**src/rtl/lift_car_plant.sv**
```systemverilog
// Lift car plant model: one car, floor travel timing, door position and an unsafe-command trap.
// Optional door model with open/close timing: define LIFT_PLANT_DOOR_MODEL_EN.
module lift_car_plant #(
  parameter int N_FLOORS      = 12,
  parameter int TRAVEL_CYCLES = 16,
  parameter int DOOR_CYCLES   = 8,
  parameter int INIT_FLOOR    = 0
) (
  input  logic                        clk,
  input  logic                        reset,
  input  logic                        motion,
  input  logic                        direction,
  input  logic                        door_open,
  output logic [N_FLOORS-1:0]         floor_sense,
  output logic [$clog2(N_FLOORS)-1:0] car_pos,
  output logic                        door_closed,
  output logic                        fault
);

  localparam int PW = $clog2(N_FLOORS);
  localparam int TW = $clog2(TRAVEL_CYCLES);
  localparam logic [PW-1:0]       TOP_FLOOR    = PW'(N_FLOORS - 1);
  localparam logic [PW-1:0]       BOTTOM_FLOOR = {PW{1'b0}};
  localparam logic [PW-1:0]       INIT_POS     = PW'(INIT_FLOOR);
  localparam logic [TW-1:0]       TRAVEL_LAST  = TW'(TRAVEL_CYCLES - 1);
  localparam logic [N_FLOORS-1:0] ONE_HOT_BASE = {{(N_FLOORS-1){1'b0}}, 1'b1};

  if (N_FLOORS < 2 || TRAVEL_CYCLES < 2 || DOOR_CYCLES < 1 ||
      INIT_FLOOR < 0 || INIT_FLOOR >= N_FLOORS) begin : g_bad_params
    $error("lift_car_plant: illegal parameter set");
  end

  typedef enum logic [1:0] {
    ST_STOPPED = 2'd0,
    ST_MOVING  = 2'd1,
    ST_FAULT   = 2'd2
  } state_t;

  state_t              state_r, state_nxt;
  logic [TW-1:0]       travel_r, travel_nxt;
  logic [PW-1:0]       car_pos_r, pos_nxt;
  logic                dir_r, dir_nxt;
  logic [N_FLOORS-1:0] floor_sense_r, floor_sense_nxt;
  logic                door_closed_r, door_closed_nxt;
  logic                fault_r, fault_nxt;

`ifdef LIFT_PLANT_DOOR_MODEL_EN
  localparam int DW = $clog2(DOOR_CYCLES + 1);
  localparam logic [DW-1:0] DOOR_MAX = DW'(DOOR_CYCLES);
  logic [DW-1:0] door_cnt_r, door_nxt;
`endif

  // Next-state, datapath and registered-output precomputation
  always_comb begin
    state_nxt       = state_r;
    travel_nxt      = travel_r;
    pos_nxt         = car_pos_r;
    dir_nxt         = dir_r;
    door_closed_nxt = door_closed_r;
`ifdef LIFT_PLANT_DOOR_MODEL_EN
    door_nxt        = door_cnt_r;
`endif
    case (state_r)
      ST_STOPPED: begin
        if (motion && !door_open && door_closed_r) begin
          if ((direction && car_pos_r == TOP_FLOOR) ||
              (!direction && car_pos_r == BOTTOM_FLOOR)) begin
            state_nxt = ST_FAULT;
          end else begin
            state_nxt  = ST_MOVING;
            travel_nxt = {TW{1'b0}};
            dir_nxt    = direction;
          end
        end else begin
          state_nxt = ST_STOPPED;
        end
`ifdef LIFT_PLANT_DOOR_MODEL_EN
        if (door_open) begin
          door_nxt = (door_cnt_r == DOOR_MAX) ? DOOR_MAX : door_cnt_r + DW'(1);
        end else begin
          door_nxt = (door_cnt_r == {DW{1'b0}}) ? {DW{1'b0}} : door_cnt_r - DW'(1);
        end
`else
        door_closed_nxt = ~door_open;
`endif
      end
      ST_MOVING: begin
        // Unsafe commands take priority over a coincident arrival.
        if (door_open || (motion && (direction != dir_r))) begin
          state_nxt = ST_FAULT;
        end else if (travel_r == TRAVEL_LAST) begin
          state_nxt  = ST_STOPPED;
          travel_nxt = {TW{1'b0}};
          pos_nxt    = dir_r ? car_pos_r + PW'(1) : car_pos_r - PW'(1);
        end else begin
          travel_nxt = travel_r + TW'(1);
        end
      end
      ST_FAULT: begin
        state_nxt = ST_FAULT;
      end
      default: begin
        state_nxt = ST_FAULT;
      end
    endcase
`ifdef LIFT_PLANT_DOOR_MODEL_EN
    door_closed_nxt = (door_nxt == {DW{1'b0}});
`endif
    floor_sense_nxt = (state_nxt == ST_STOPPED) ? (ONE_HOT_BASE << pos_nxt) : {N_FLOORS{1'b0}};
    fault_nxt       = (state_nxt == ST_FAULT);
  end

  // State and output registers with synchronous reset
  always_ff @(posedge clk) begin
    if (reset) begin
      state_r       <= ST_STOPPED;
      travel_r      <= {TW{1'b0}};
      car_pos_r     <= INIT_POS;
      dir_r         <= 1'b0;
      floor_sense_r <= ONE_HOT_BASE << INIT_POS;
      door_closed_r <= 1'b1;
      fault_r       <= 1'b0;
`ifdef LIFT_PLANT_DOOR_MODEL_EN
      door_cnt_r    <= {DW{1'b0}};
`endif
    end else begin
      state_r       <= state_nxt;
      travel_r      <= travel_nxt;
      car_pos_r     <= pos_nxt;
      dir_r         <= dir_nxt;
      floor_sense_r <= floor_sense_nxt;
      door_closed_r <= door_closed_nxt;
      fault_r       <= fault_nxt;
`ifdef LIFT_PLANT_DOOR_MODEL_EN
      door_cnt_r    <= door_nxt;
`endif
    end
  end

  assign floor_sense = floor_sense_r;
  assign car_pos     = car_pos_r;
  assign door_closed = door_closed_r;
  assign fault       = fault_r;

endmodule

```
**config.mk**
```make
export PLATFORM = sky130hd
export DESIGN_NAME = lift_car_plant
export DESIGN_NICKNAME = d
export VERILOG_FILES = /design/src/rtl/lift_car_plant.sv
export SDC_FILE = /design/constraint.sdc
export NUM_CORES = 1
export LEC_CHECK = 0
export ABC_AREA = 1
export CAP_MARGIN = 20
export CORE_ASPECT_RATIO = 0.75
export CORE_UTILIZATION = 50
export DETAILED_ROUTE_END_ITERATION = 12
export DONT_BUFFER_PORTS = 1
export PLACE_DENSITY = 0.68
export SKIP_CTS_REPAIR_TIMING = 1
export SLEW_MARGIN = 10
export SYNTH_ARGS = -nofsm -noshare
export SYNTH_HDL_FRONTEND = slang
export SYNTH_SLANG_ARGS = --single-unit
```
**constraint.sdc**
```tcl
create_clock -name clk -period 3.5 [get_ports clk]
set_clock_uncertainty 0.1 [all_clocks]
set_input_delay 0.175 -clock clk [delete_from_list [all_inputs] [get_ports clk]]
set_output_delay 0.175 -clock clk [all_outputs]
set_load 0.02 [all_outputs]
```
==> results.sh <==
export IMPL_outcome="finished clean"
export IMPL_synthTopCellsByArea="dfxtp_1, nand2_1, nor2_1"
export IMPL_yosysTopAreaCell="dfxtp_1"
export IMPL_nets=178
export IMPL_fin_cells=200
export IMPL_areaGrowthSynthToFinish_pct=7.450
export IMPL_core_area_sq_mm=0.002120
export IMPL_p_leak_uw=0.0005824
export IMPL_cp_start_kind="register"
export IMPL_grt_pass1_vias=895
export IMPL_worst_r2r_cell_count=10
export IMPL_period_needed_ns=1.988
export IMPL_holdPathEnd="dir_r$_SDFFE_PP0P_"
export IMPL_via_count=992
export IMPL_vias_per_cell=4.960
export IMPL_wl_met1_mm=1.165
export IMPL_grt_max_degree=14
export IMPL_rsz0062_at_grt="no"
export IMPL_dieHeight_um=44.29
export IMPL_timing_rr_start="car_pos[2]$_SDFF_PP0_"
export IMPL_startpoint="car_pos[2]$_SDFF_PP0_"
export IMPL_ys_types=22
export IMPL_critical_path_class="register to register"
export IMPL_power_uw=470.9
export IMPL_worst_slew_pin_transition_ns=0.4729
export IMPL_htreeDepth=1
export IMPL_start_util_pct=56.26
export IMPL_cp_max_fo=6
export IMPL_yosys_warnings=0
export IMPL_wl_met3_um=119
export IMPL_portBuffers=0
export IMPL_clk_path_buf_depth=2
export IMPL_antenna_cells=0
export IMPL_dpl_hpwl_mm=1.757
export IMPL_powerDensity_mw_per_mm2=367.5
export IMPL_yosys_area_top_type_share_pct=41.97
export IMPL_hold_violations=0
export IMPL_slew_headroom_pct=68.43
export IMPL_final_cell_mix="nand2_1, nor2_1, dfxtp_1"
export IMPL_drtPass1Iterations=4
export IMPL_setup_viol=0
export IMPL_fmax_ghz=0.5031
export IMPL_grt_use_total_pct=20.77
export IMPL_fp_row_count=14
export IMPL_drv_cap=0
export IMPL_wl_met2_mm=1.021
export IMPL_period_share_pct=56.79
export IMPL_dp_cells=193
export IMPL_syn_area_sq_mm=0.001192
export IMPL_cts_tree="done"
export IMPL_layout_commonest_cell="nand2_1"
export IMPL_clk_pin_slew_worst_paths_ns=0.13
export IMPL_drc_errors=0
export IMPL_hold_class="primary input to register"
export IMPL_cts_buffers=3
export IMPL_hold_start="motion"
export IMPL_overflow=0
export IMPL_antenna_found_initial=0
export IMPL_insertion_delay_ns=0.32
export IMPL_avgSynthCellArea_sq_um=7.360
export IMPL_ir_drop_mv=0.1590
export IMPL_gp_congestion=0.8703
export IMPL_synth_seq_cells=25
export IMPL_syn_nets=171
export IMPL_critPathRequiredTime_ns=3.67
export IMPL_ios=23
export IMPL_final_antenna_net_count=0
export IMPL_postSynthCellCount=162
export IMPL_synth_seq_area_share_pct=41.97
export IMPL_maxUsedRoutingLayer="met4"
export IMPL_die_width_um=58.39
export IMPL_drive_gt1_share_pct=12.50
export IMPL_wirelength_mm=2.325
export IMPL_worstHoldPathCells=4
export IMPL_drt_iter0_markers=44
export IMPL_r2r_end="floor_sense[6]$_SDFF_PP0_"
export IMPL_slew_viol_final=0
export IMPL_cp_arrival_ns=2.15
export IMPL_grt_pass1_wl_mm=3.933
export IMPL_root_buffer="clkbuf_4"
export IMPL_reg2reg_setup_slack_ns=1.51
export IMPL_critPathCaptureType="register"
export IMPL_cts_sinks=25
export IMPL_tns_ns=0
export IMPL_dieArea_sq_mm=0.002586
export IMPL_routedWlPerCell_um=11.63
==> through the flow <==
stage               setup slack (ns)  utilization (%)  hold WS (ns)  cell area [sq um]
floorplan                      1.742                -        0.1866               1192
global placement               1.600            57.79        0.1506               1225
detailed placement             1.565            57.79        0.1511               1225
CTS                            1.524            59.03       -0.1992               1251
global route                   1.305            60.45        0.1230               1281
finish                         1.512            60.45        0.1009               1281
==> where the power goes <==
part	switching (uW)	total (uW)	internal [uW]	leakage, uW
clock	82.4	127	44.6	0.0000150
sequential	7.71	299	291	0.000203
combinational	29.3	45.1	15.8	0.000365
total	119	471	352	0.000582
==> routing by layer <==
layer  GRT usage, %  vias up
met5              0        -
met4          6.190        0
met3          7.310        2
met2          31.95       20
met1          27.74      452
li1               -      518
==> worst max path at each step <==
stage                                      endpoint  slack (ns)  depth (start not counted)
after CTS                 floor_sense[6]$_SDFF_PP0_        1.52                         10
after global placement    floor_sense[5]$_SDFF_PP0_        1.60                         10
after detailed placement  floor_sense[6]$_SDFF_PP0_        1.57                         10
final                     floor_sense[6]$_SDFF_PP0_        1.51                         10
after global routing      floor_sense[8]$_SDFF_PP0_        1.30                         10
after floorplan           floor_sense[2]$_SDFF_PP0_        1.74                         11
==> worst max-delay path: stages (launching register included) <==
cell     delay (ns)
dfxtp_1        0.56
ha_1           0.34
a21oi_1        0.20
nand2_1        0.07
nand2_1        0.06
nand2_1        0.08
nor2_1         0.13
nand2_1        0.07
nand2_1        0.12
nand3_2        0.12
nor2_1         0.11
==> cells in the mapped netlist <==
cell type and n:
nand2_1 31, nor2_1 30, dfxtp_1 25, inv_1 23, nand3_1 10, a21oi_1 7
o21ai_0 7, nand2_2 5, nand3_2 4, ha_1 3, o21ai_2 3, inv_2 2
nor3_1 2, o21ai_1 2, buf_4 1, fa_1 1, nand3_4 1, nand4_1 1
nor2_2 1, nor2_4 1, nor3_4 1, xnor2_1 1
==> cell type report <==
cell class | instances | area [sq um]
clock buffers | 4 | 26.28
fillers | 198 | 838.3
inverters | 25 | 93.84
multi-input cells | 111 | 590.6
flip-flops and latches | 25 | 500.5
well taps | 32 | 40.04
repair buffers | 3 | 30.03
==> flip-flops by register name (all words and copies together) (netlist names) <==
signal / cells
floor_sense: 12
car_pos: 4
travel_r: 4
state_r: 2
dir_r: 1
door_closed: 1
fault: 1
==> cell families (layout without fill, tap and decap cells) <==
logic type | after synthesis | after routing | share of synthesized area, %
compound gates | 19 | 19 | 8.919
buf+inv | 26 | 32 | 8.500
xor+xnor | 1 | 1 | 0.7347
flops | 25 | 25 | 41.97
fa+ha+maj | 4 | 4 | 4.827
simple gates | 87 | 87 | 35.05
Power figures use the tool's default switching activity.
